--- src/rtl/fetch_unit_if.sv ---
// Fetch-unit bus bundle: icache response, fetch request, decode delivery and
// redirect. Every *_e_ enable is active-low: a transfer of the associated data
// happens in a cycle where the enable is 0. The icache accepts every request,
// so fetch_e_ needs no ready. Decode back-pressures the queue head with
// dec_stall: the head is consumed only in a cycle with inst_e_=0 and
// dec_stall=0, and it is held unchanged while stalled.
interface fetch_unit_if #(
    parameter int ADDR = 32,
    parameter int INST = 32
);
    logic            ic_e_;
    logic [ADDR-1:0] ic_pc;
    logic [INST-1:0] ic_inst;
    logic            fetch_e_;
    logic [ADDR-1:0] fetch_pc;
    logic            dec_stall;
    logic            inst_e_;
    logic [ADDR-1:0] inst_pc;
    logic [INST-1:0] inst;
    logic            redirect_e_;
    logic [ADDR-1:0] redirect_pc;

    // Fetch unit side.
    modport master (
        input  ic_e_, ic_pc, ic_inst, dec_stall, redirect_e_, redirect_pc,
        output fetch_e_, fetch_pc, inst_e_, inst_pc, inst
    );

    // Environment side (icache, decode, branch resolve).
    modport slave (
        output ic_e_, ic_pc, ic_inst, dec_stall, redirect_e_, redirect_pc,
        input  fetch_e_, fetch_pc, inst_e_, inst_pc, inst
    );
endinterface

--- src/rtl/fetch_unit.sv ---
// Sequential instruction fetch with an in-order return queue. Requests are
// issued only while queued + outstanding instructions fit in the queue, so a
// response can always be enqueued. A redirect flushes the queue and marks the
// responses still in flight for discard.
module fetch_unit #(
    parameter int              ADDR     = 32,
    parameter int              INST     = 32,
    parameter int              QDEPTH   = 4,
    parameter logic [ADDR-1:0] RESET_PC = '0
) (
    input  logic                         clk,
    input  logic                         reset,
    fetch_unit_if.master                 bus,
    output logic [$clog2(QDEPTH+1)-1:0]  o_dbg_count,
    output logic [$clog2(QDEPTH+1)-1:0]  o_dbg_outst,
    output logic [$clog2(QDEPTH+1)-1:0]  o_dbg_discard
);
    localparam int              PW    = $clog2(QDEPTH);
    localparam int              CW    = $clog2(QDEPTH + 1);
    localparam int              CW1   = CW + 1;
    localparam logic [ADDR-1:0] STEP  = ADDR'(INST / 8);
    localparam logic [CW:0]     LIMIT = CW1'(QDEPTH);

    logic [ADDR-1:0] r_pc;
    logic [CW-1:0]   r_count;
    logic [CW-1:0]   r_outst;
    logic [CW-1:0]   r_discard;
    logic [PW-1:0]   r_head;
    logic [PW-1:0]   r_tail;
    logic [ADDR-1:0] r_mem_pc   [QDEPTH];
    logic [INST-1:0] r_mem_inst [QDEPTH];

    logic          w_resp;
    logic          w_redirect;
    logic [CW:0]   w_credit;
    logic          w_issue;
    logic          w_has_head;
    logic          w_pop;
    logic          w_drop;
    logic          w_push;
    logic [CW-1:0] w_outst_redirect;

    assign w_resp     = ~bus.ic_e_;
    assign w_redirect = ~bus.redirect_e_;
    // Registered count only: a pop in the same cycle does not free a slot yet.
    assign w_credit   = {1'b0, r_count} + {1'b0, r_outst};
    assign w_issue    = ~reset & ~w_redirect & (w_credit < LIMIT);
    assign w_has_head = (r_count != '0);
    assign w_pop      = w_has_head & ~bus.dec_stall & ~w_redirect;
    assign w_drop     = w_resp & (r_discard != '0);
    assign w_push     = w_resp & ~w_drop & ~w_redirect & ~reset;
    // A response landing in the redirect cycle retires one in-flight request.
    assign w_outst_redirect = r_outst - CW'(w_resp);

    assign bus.fetch_e_ = ~w_issue;
    assign bus.fetch_pc = r_pc;
    assign bus.inst_e_  = ~w_has_head;
    assign bus.inst_pc  = w_has_head ? r_mem_pc[r_head]   : '0;
    assign bus.inst     = w_has_head ? r_mem_inst[r_head] : '0;

    assign o_dbg_count   = r_count;
    assign o_dbg_outst   = r_outst;
    assign o_dbg_discard = r_discard;

    // Control state: PC, queue pointers/occupancy, in-flight and discard counts.
    always_ff @(posedge clk) begin
        if (reset) begin
            r_pc      <= RESET_PC;
            r_count   <= '0;
            r_outst   <= '0;
            r_discard <= '0;
            r_head    <= '0;
            r_tail    <= '0;
        end else if (w_redirect) begin
            r_pc      <= bus.redirect_pc;
            r_count   <= '0;
            r_head    <= '0;
            r_tail    <= '0;
            r_outst   <= w_outst_redirect;
            r_discard <= w_outst_redirect;
        end else begin
            if (w_issue) begin
                r_pc <= r_pc + STEP;
            end
            r_outst <= r_outst + CW'(w_issue) - CW'(w_resp);
            if (w_drop) begin
                r_discard <= r_discard - 1'b1;
            end
            if (w_push) begin
                r_tail <= r_tail + 1'b1;
            end
            if (w_pop) begin
                r_head <= r_head + 1'b1;
            end
            r_count <= r_count + CW'(w_push) - CW'(w_pop);
        end
    end

    // Queue storage: written at the tail on every accepted response.
    always_ff @(posedge clk) begin
        if (w_push) begin
            r_mem_pc[r_tail]   <= bus.ic_pc;
            r_mem_inst[r_tail] <= bus.ic_inst;
        end
    end
endmodule
--- src/flat_wrapper.sv ---
// flat-port wrapper written by rule: the top's interface ports become plain ports
module fetch_unit_flat 
#(
    parameter int              ADDR     = 32,
    parameter int              INST     = 32,
    parameter int              QDEPTH   = 4,
    parameter logic [ADDR-1:0] RESET_PC = '0
)
  (clk, reset, o_dbg_count, o_dbg_outst, o_dbg_discard, bus_ic_e_, bus_ic_pc, bus_ic_inst, bus_dec_stall, bus_redirect_e_, bus_redirect_pc, bus_fetch_e_, bus_fetch_pc, bus_inst_e_, bus_inst_pc, bus_inst);
  fetch_unit_if #(.ADDR(ADDR), .INST(INST)) bus_i ();
  input  logic clk;
  input  logic reset;
  output logic [$clog2(QDEPTH+1)-1:0] o_dbg_count;
  output logic [$clog2(QDEPTH+1)-1:0] o_dbg_outst;
  output logic [$clog2(QDEPTH+1)-1:0] o_dbg_discard;
  input wire logic [$bits(bus_i.ic_e_)-1:0] bus_ic_e_;
  input wire logic [$bits(bus_i.ic_pc)-1:0] bus_ic_pc;
  input wire logic [$bits(bus_i.ic_inst)-1:0] bus_ic_inst;
  input wire logic [$bits(bus_i.dec_stall)-1:0] bus_dec_stall;
  input wire logic [$bits(bus_i.redirect_e_)-1:0] bus_redirect_e_;
  input wire logic [$bits(bus_i.redirect_pc)-1:0] bus_redirect_pc;
  output wire logic [$bits(bus_i.fetch_e_)-1:0] bus_fetch_e_;
  output wire logic [$bits(bus_i.fetch_pc)-1:0] bus_fetch_pc;
  output wire logic [$bits(bus_i.inst_e_)-1:0] bus_inst_e_;
  output wire logic [$bits(bus_i.inst_pc)-1:0] bus_inst_pc;
  output wire logic [$bits(bus_i.inst)-1:0] bus_inst;
  assign bus_i.ic_e_ = bus_ic_e_;
  assign bus_i.ic_pc = bus_ic_pc;
  assign bus_i.ic_inst = bus_ic_inst;
  assign bus_i.dec_stall = bus_dec_stall;
  assign bus_i.redirect_e_ = bus_redirect_e_;
  assign bus_i.redirect_pc = bus_redirect_pc;
  assign bus_fetch_e_ = bus_i.fetch_e_;
  assign bus_fetch_pc = bus_i.fetch_pc;
  assign bus_inst_e_ = bus_i.inst_e_;
  assign bus_inst_pc = bus_i.inst_pc;
  assign bus_inst = bus_i.inst;
  fetch_unit #(.ADDR(ADDR), .INST(INST), .QDEPTH(QDEPTH), .RESET_PC(RESET_PC)) u_core (.clk(clk), .reset(reset), .bus(bus_i), .o_dbg_count(o_dbg_count), .o_dbg_outst(o_dbg_outst), .o_dbg_discard(o_dbg_discard));
endmodule
--- config.mk ---
export PLATFORM = sky130hd
export DESIGN_NAME = fetch_unit_flat
export DESIGN_NICKNAME = d
export VERILOG_FILES = /design/src/rtl/fetch_unit_if.sv /design/src/rtl/fetch_unit.sv /design/src/flat_wrapper.sv
export SDC_FILE = /design/constraint.sdc
export NUM_CORES = 1
export LEC_CHECK = 0
export CAP_MARGIN = 0
export CELL_PAD_IN_SITES_DETAIL_PLACEMENT = 1
export CELL_PAD_IN_SITES_GLOBAL_PLACEMENT = 1
export CORE_ASPECT_RATIO = 0.9
export CORE_MARGIN = 10
export CORE_UTILIZATION = 40
export CTS_CLUSTER_DIAMETER = 100
export DETAILED_ROUTE_END_ITERATION = 10
export GPL_TIMING_DRIVEN = 0
export PLACE_DENSITY_LB_ADDON = 0.05
export SLEW_MARGIN = 10
export SYNTH_ARGS = -nofsm -noshare
export SYNTH_HDL_FRONTEND = slang
export SYNTH_SLANG_ARGS = --single-unit
--- constraint.sdc ---
create_clock -name clk -period 4.9 [get_ports clk]
set_clock_uncertainty 0.2 [all_clocks]
set_input_delay 0.735 -clock clk [delete_from_list [all_inputs] [get_ports clk]]
set_output_delay 0.735 -clock clk [all_outputs]
set_load 0.005 [all_outputs]
# Word level (Yosys, flattened, before mapping)
# Memories as Yosys holds them, arrays and structs flattened. A register that Yosys moved wholly into a read port is not among the register bits.
# Index checks and enable logic that the tools add are counted.
op_classes:
  addsub: 10
  mux: 13
  n_eq_ne: 2
  n_lt_le_gt_ge: 1
  bitwise_logic: 15
  reduce_logical: 3
op_table:
  columns: ["cell", "count"]
  rows:
  - ["$mux 32", 4]
  - ["$add 32x3->32 const B", 1]
  - ["$mux 3", 3]
  - ["$sub 3x1->3", 3]
  - ["$and 1x1->1", 8]
  - ["$mux 2", 4]
  - ["$not 1->1", 7]
  - ["$add 3x1->3", 2]
  - ["$reduce_bool 3->1", 2]
  - ["$add 2x1->2 const B", 2]
  - ["$add 3x3->4", 1]
  - ["$lt 4x3->1 const B", 1]
  - ["$ne 2x1->1 const B", 2]
  - ["$sub 3x1->3 const B", 1]
  - ["$mux 1", 2]
  - ["$reduce_or 2->1", 1]
word_totals:
  n_memories: 2
  ff_bits: 45
  inputBits: 101
  ramBits: 256
memory_table:
  columns: ["name", "depth", "width", "read_ports", "rd_ports_with_merged_regs", "wr", "line_no", "rtl"]
  rows:
  - ["u_core.r_mem_inst", 4, 32, 1, 1, 1, "fetch_unit.sv:31", "logic [INST-1:0] r_mem_inst [QDEPTH];"]
  - ["u_core.r_mem_pc", 4, 32, 1, 1, 1, "fetch_unit.sv:30", "logic [ADDR-1:0] r_mem_pc [QDEPTH];"]

# Depth between registers and ports, before layout
depth:
  depth_word: 8
  ltp_mapped: 11
  ltp_nobuf: 10

# Worst setup path after synthesis
# No wires, ideal clock.
synth_path:
  path_type: "input port to flip-flop"
  from: "input port bus_redirect_e_"
  to: "memory u_core.r_mem_inst[0][0] (enable)"
  t_required_ns: 4.271
  arrival_time_ns: 3.024
  cell_stages: 5
  setup_ns: 0.429
  slack_ns: 1.247
  path_cell_list: "clkbuf_1 -> nand2b_1 -> clkbuf_1 -> nor2b_1 -> and2_1"
synth_between:
  elab_chain_len: 4
synth_rtl:
  columns: ["item", "line_no", "rtl"]
  rows:
  - ["start: declaration", "flat_wrapper.sv:20", "input wire logic [$bits(bus_i.redirect_e_)-1:0] bus_redirect_e_;"]
  - ["$and 1x1->1 (2 in a row)", "fetch_unit.sv:51", "assign w_push = w_resp & ~w_drop & ~w_redirect & ~reset;"]
  - ["net u_core.w_push", "fetch_unit.sv:40", "logic w_push;"]
  - ["$mux 1", "fetch_unit.sv:101", "if (w_push) begin"]
  - ["$mux 1 (implied by the code)", "fetch_unit.sv:103", "r_mem_inst[r_tail] <= bus.ic_inst;"]
  - ["end: declaration", "fetch_unit.sv:31", null]
# The timed path passes the listed nets, and every way through them passes these cells.

==> impl_metrics.json <==
{
  "status": "completed",
  "yosysMostFrequentCell": "edfxtp_1",
  "async_flop_share": 0,
  "muxShareOfSynthArea": 0.1202,
  "post_cts_buffers": 0,
  "synthXorXnorAreaFrac": 0.02647,
  "netlist.area_leader.share": 0.6280,
  "cp-start-kind": "register",
  "synth_compound_area_frac": 0.02402,
  "fmax_mhz": 249.9,
  "fin_setup_tns_ns": 0,
  "setup_viol": 0,
  "insertion_delay_ns": 0.48,
  "rsz0062_at_grt": "false",
  "drc": 0,
  "register_area_um2": 8628,
  "intPower_uw": 4586,
  "drv_cap": 0,
  "ant_nets": 0,
  "clockRootBuffer": "clkbuf_16",
  "synth-main-ff-cell": "edfxtp_1",
  "worstMarginPinSlew_ns": 0.8923,
  "hp-class": "reg2reg",
  "yosys.area_share.simple": 0.08801,
  "yosys-top-cells-count": "256 x edfxtp_1, 67 x nor2b_1, 64 x mux4_2, 50 x nor2_1, 47 x dfxtp_1",
  "dpl.hpwl_mm": 20.86,
  "h-tree-depth": 2,
  "num_vias": 7093,
  "first_pass_iters": 4,
  "cts_tree": "done",
  "n_fill_cell": 2860,
  "finalCritPeriodShare": 0.8167,
  "dieArea_um2": 38010,
  "gr-usage-all-layers": 0.1590,
  "gp_congestion": 0.7553,
  "synth_edf_count": 256,
  "worstPathRequired_ns": 3.96,
  "ys_warn_count": 0,
  "cts_num_sinks": 303,
  "p_per_area_nw_per_um2": 360.9,
  "finalInstanceArea_um2": 15990,
  "cts_buffers": 34,
  "finalHoldViolations": 0,
  "clk_pin_slew_ns": 0.06,
  "syn_inst": 714,
  "cts.path.max_buffers": 3,
  "antenna_found_initial": 1,
  "grt_pass1_vias": 8088,
  "yosys-top-cells-area": "edfxtp_1 63%, mux4_2 12%, dfxtp_1 7.7%, nor2b_1 3.4%, xor2_1 1.6%",
  "num_rows": 60,
  "die_w_um": 204.4,
  "vias_per_cell": 5.114,
  "yosysSeqAreaShare": 0.7049,
  "max-slew-margin-rel": 0.4002,
  "min_from": "u_core.bus.fetch_pc[0]",
  "p_seq_frac": 0.502,
  "synth_fa_ha_area_frac": 0.01860,
  "overflow": 0,
  "multi_input_area_um2": 3405,
  "die_y_um": 186.0,
  "comb_power_share": 0.076,
  "syn_nets": 832,
  "syn-mean-instance-area_um2": 17.14,
  "sw_frac_of_total": 0.2052,
  "drive_above_1_share": 0.1302,
  "grt_max_degree": 39,
  "start_util": 0.4076,
  "utilization": 0.5324,
  "yosysUniqueCellTypes": 39,
  "yosys.area.top_type": "edfxtp_1",
  "io_buffers": 206,
  "dr.first_iter.drc_count": 320,
  "synth_seq_cells": 303,
  "ctsResizeCount": 0,
  "synth_top_family_by_area": "multiplexers",
  "critical_path_arrival_ns": 3.07,
  "drt_wl_total_mm": 30.32,
  "irDropWorstVdd_v": 0.0002815,
  "nets": 1078,
  "end_kind": "output port",
  "critPathMaxFanout": 10,
  "power_leakage_uw": 0.005082,
  "maxSlewViolCount": 0,
  "reg2reg_from": "u_core.o_dbg_count[1]",
  "cts_hold_buf": 0,
  "grt_pass1_wl_mm": 46.97,
  "p_sw_uw": 1184,
  "ios": 208,
  "layout_min_cycle_time_ns": 4.002,
  "area_growth_pct": 30.61,
  "crit_type": "reg2out",
  "post_drt_wl_per_cell_um": 21.86,
  "clock_power_share": 0.422,
  "rrSetupSlack_ns": 1.92,
  "placed_cell_area_um2": 14910,
  "synth_area_um2": 12240,
  "fp.coreArea_um2": 30030
}
## sequential cells by signal, indices dropped and copies added (netlist names), named ones only
name	flops
u_core.r_mem_inst	128
u_core.r_tail	2
u_core.o_dbg_count	3
u_core.bus.fetch_pc	32
u_core.r_mem_pc	128
u_core.o_dbg_outst	3
u_core.r_head	2
u_core.o_dbg_discard	3
## worst max-delay path, stage by stage (launching register included)
cell and delay (ns):
dfxtp_1 0.30, clkbuf_1 0.55, buf_2 0.47, mux4_2 0.56
nor2b_1 0.19, clkdlybuf4s50_1 0.50
## cells by family (layout without fill, tap and decap cells)
logic type               count (synthesis)  in the layout
flip-flops                             303            303
other                                    0              1
XOR/XNOR                                37             37
AO/OA/AOI/OAI                           41             41
multiplexers                            67             67
buffers and inverters                   54            323
adder cells (fa/ha/maj)                 17             17
AND/OR/NAND/NOR                        195            195
## final cells by class
type,count,area share
Antenna cell,1,0.0001565
Buffer,36,0.009391
Clock buffer,48,0.05909
Clock inverter,11,0.008061
Inverter,18,0.004226
Multi-Input combinational cell,357,0.2129
Sequential cell,303,0.5397
Tap cell,403,0.03154
Timing Repair Buffer,210,0.1349
## metrics by stage
stage	std cells	hold WS, ns	power (uW)	setup WS [ns]
2_1_floorplan	714	0.2847	3124	1.247
4_1_cts	1386	0.3164	5848	0.7604
3_3_place_gp	1323	0.2807	3374	-0.4979
6_report	1387	0.3110	5770	0.8984
5_1_grt	1386	0.3332	5992	0.6472
3_5_place_dp	1327	0.3035	3393	1.319
## power groups by stage
stage / sequential [uW] / combinational [uW] / clock (uW)
floorplan: 2940 / 181 / 0
global placement: 2950 / 425 / 0
detailed placement: 2950 / 444 / 0
CTS: 2900 / 449 / 2500
global route: 2900 / 484 / 2610
finish: 2900 / 440 / 2430
## layout by cell type (no fill, tap or decap), types with 15 or more instances in the layout
master,netlist,layout
edfxtp_1,256,256
a211oi_1,25,25
xor2_1,23,23
ha_1,15,15
clkbuf_1,27,38
inv_1,18,18
mux4_2,64,64
clkbuf_16,0,35
nor2_1,50,50
nor2b_1,67,67
clkdlybuf4s50_1,0,206
nand2_1,20,20
dfxtp_1,47,47
## worst paths after layout
| kind | to | depth (start not counted) |
|---|---|---|
| min reg2reg | u_core.bus.fetch_pc[0] | 2 |
| max | bus_inst_pc[29] | 5 |
| min | u_core.bus.fetch_pc[0] | 2 |
| max reg2reg | u_core.o_dbg_outst[2] | 11 |
## metal layers
layer	GRT usage	share of wire	up-vias
met2	0.2776	0.50	173
li1	-	-	3241
met5	0	0	-
met4	0.03374	0.014	0
met3	0.04450	0.064	39
met1	0.1926	0.42	3640
No activity file was read; power rests on OpenSTA's default activity.
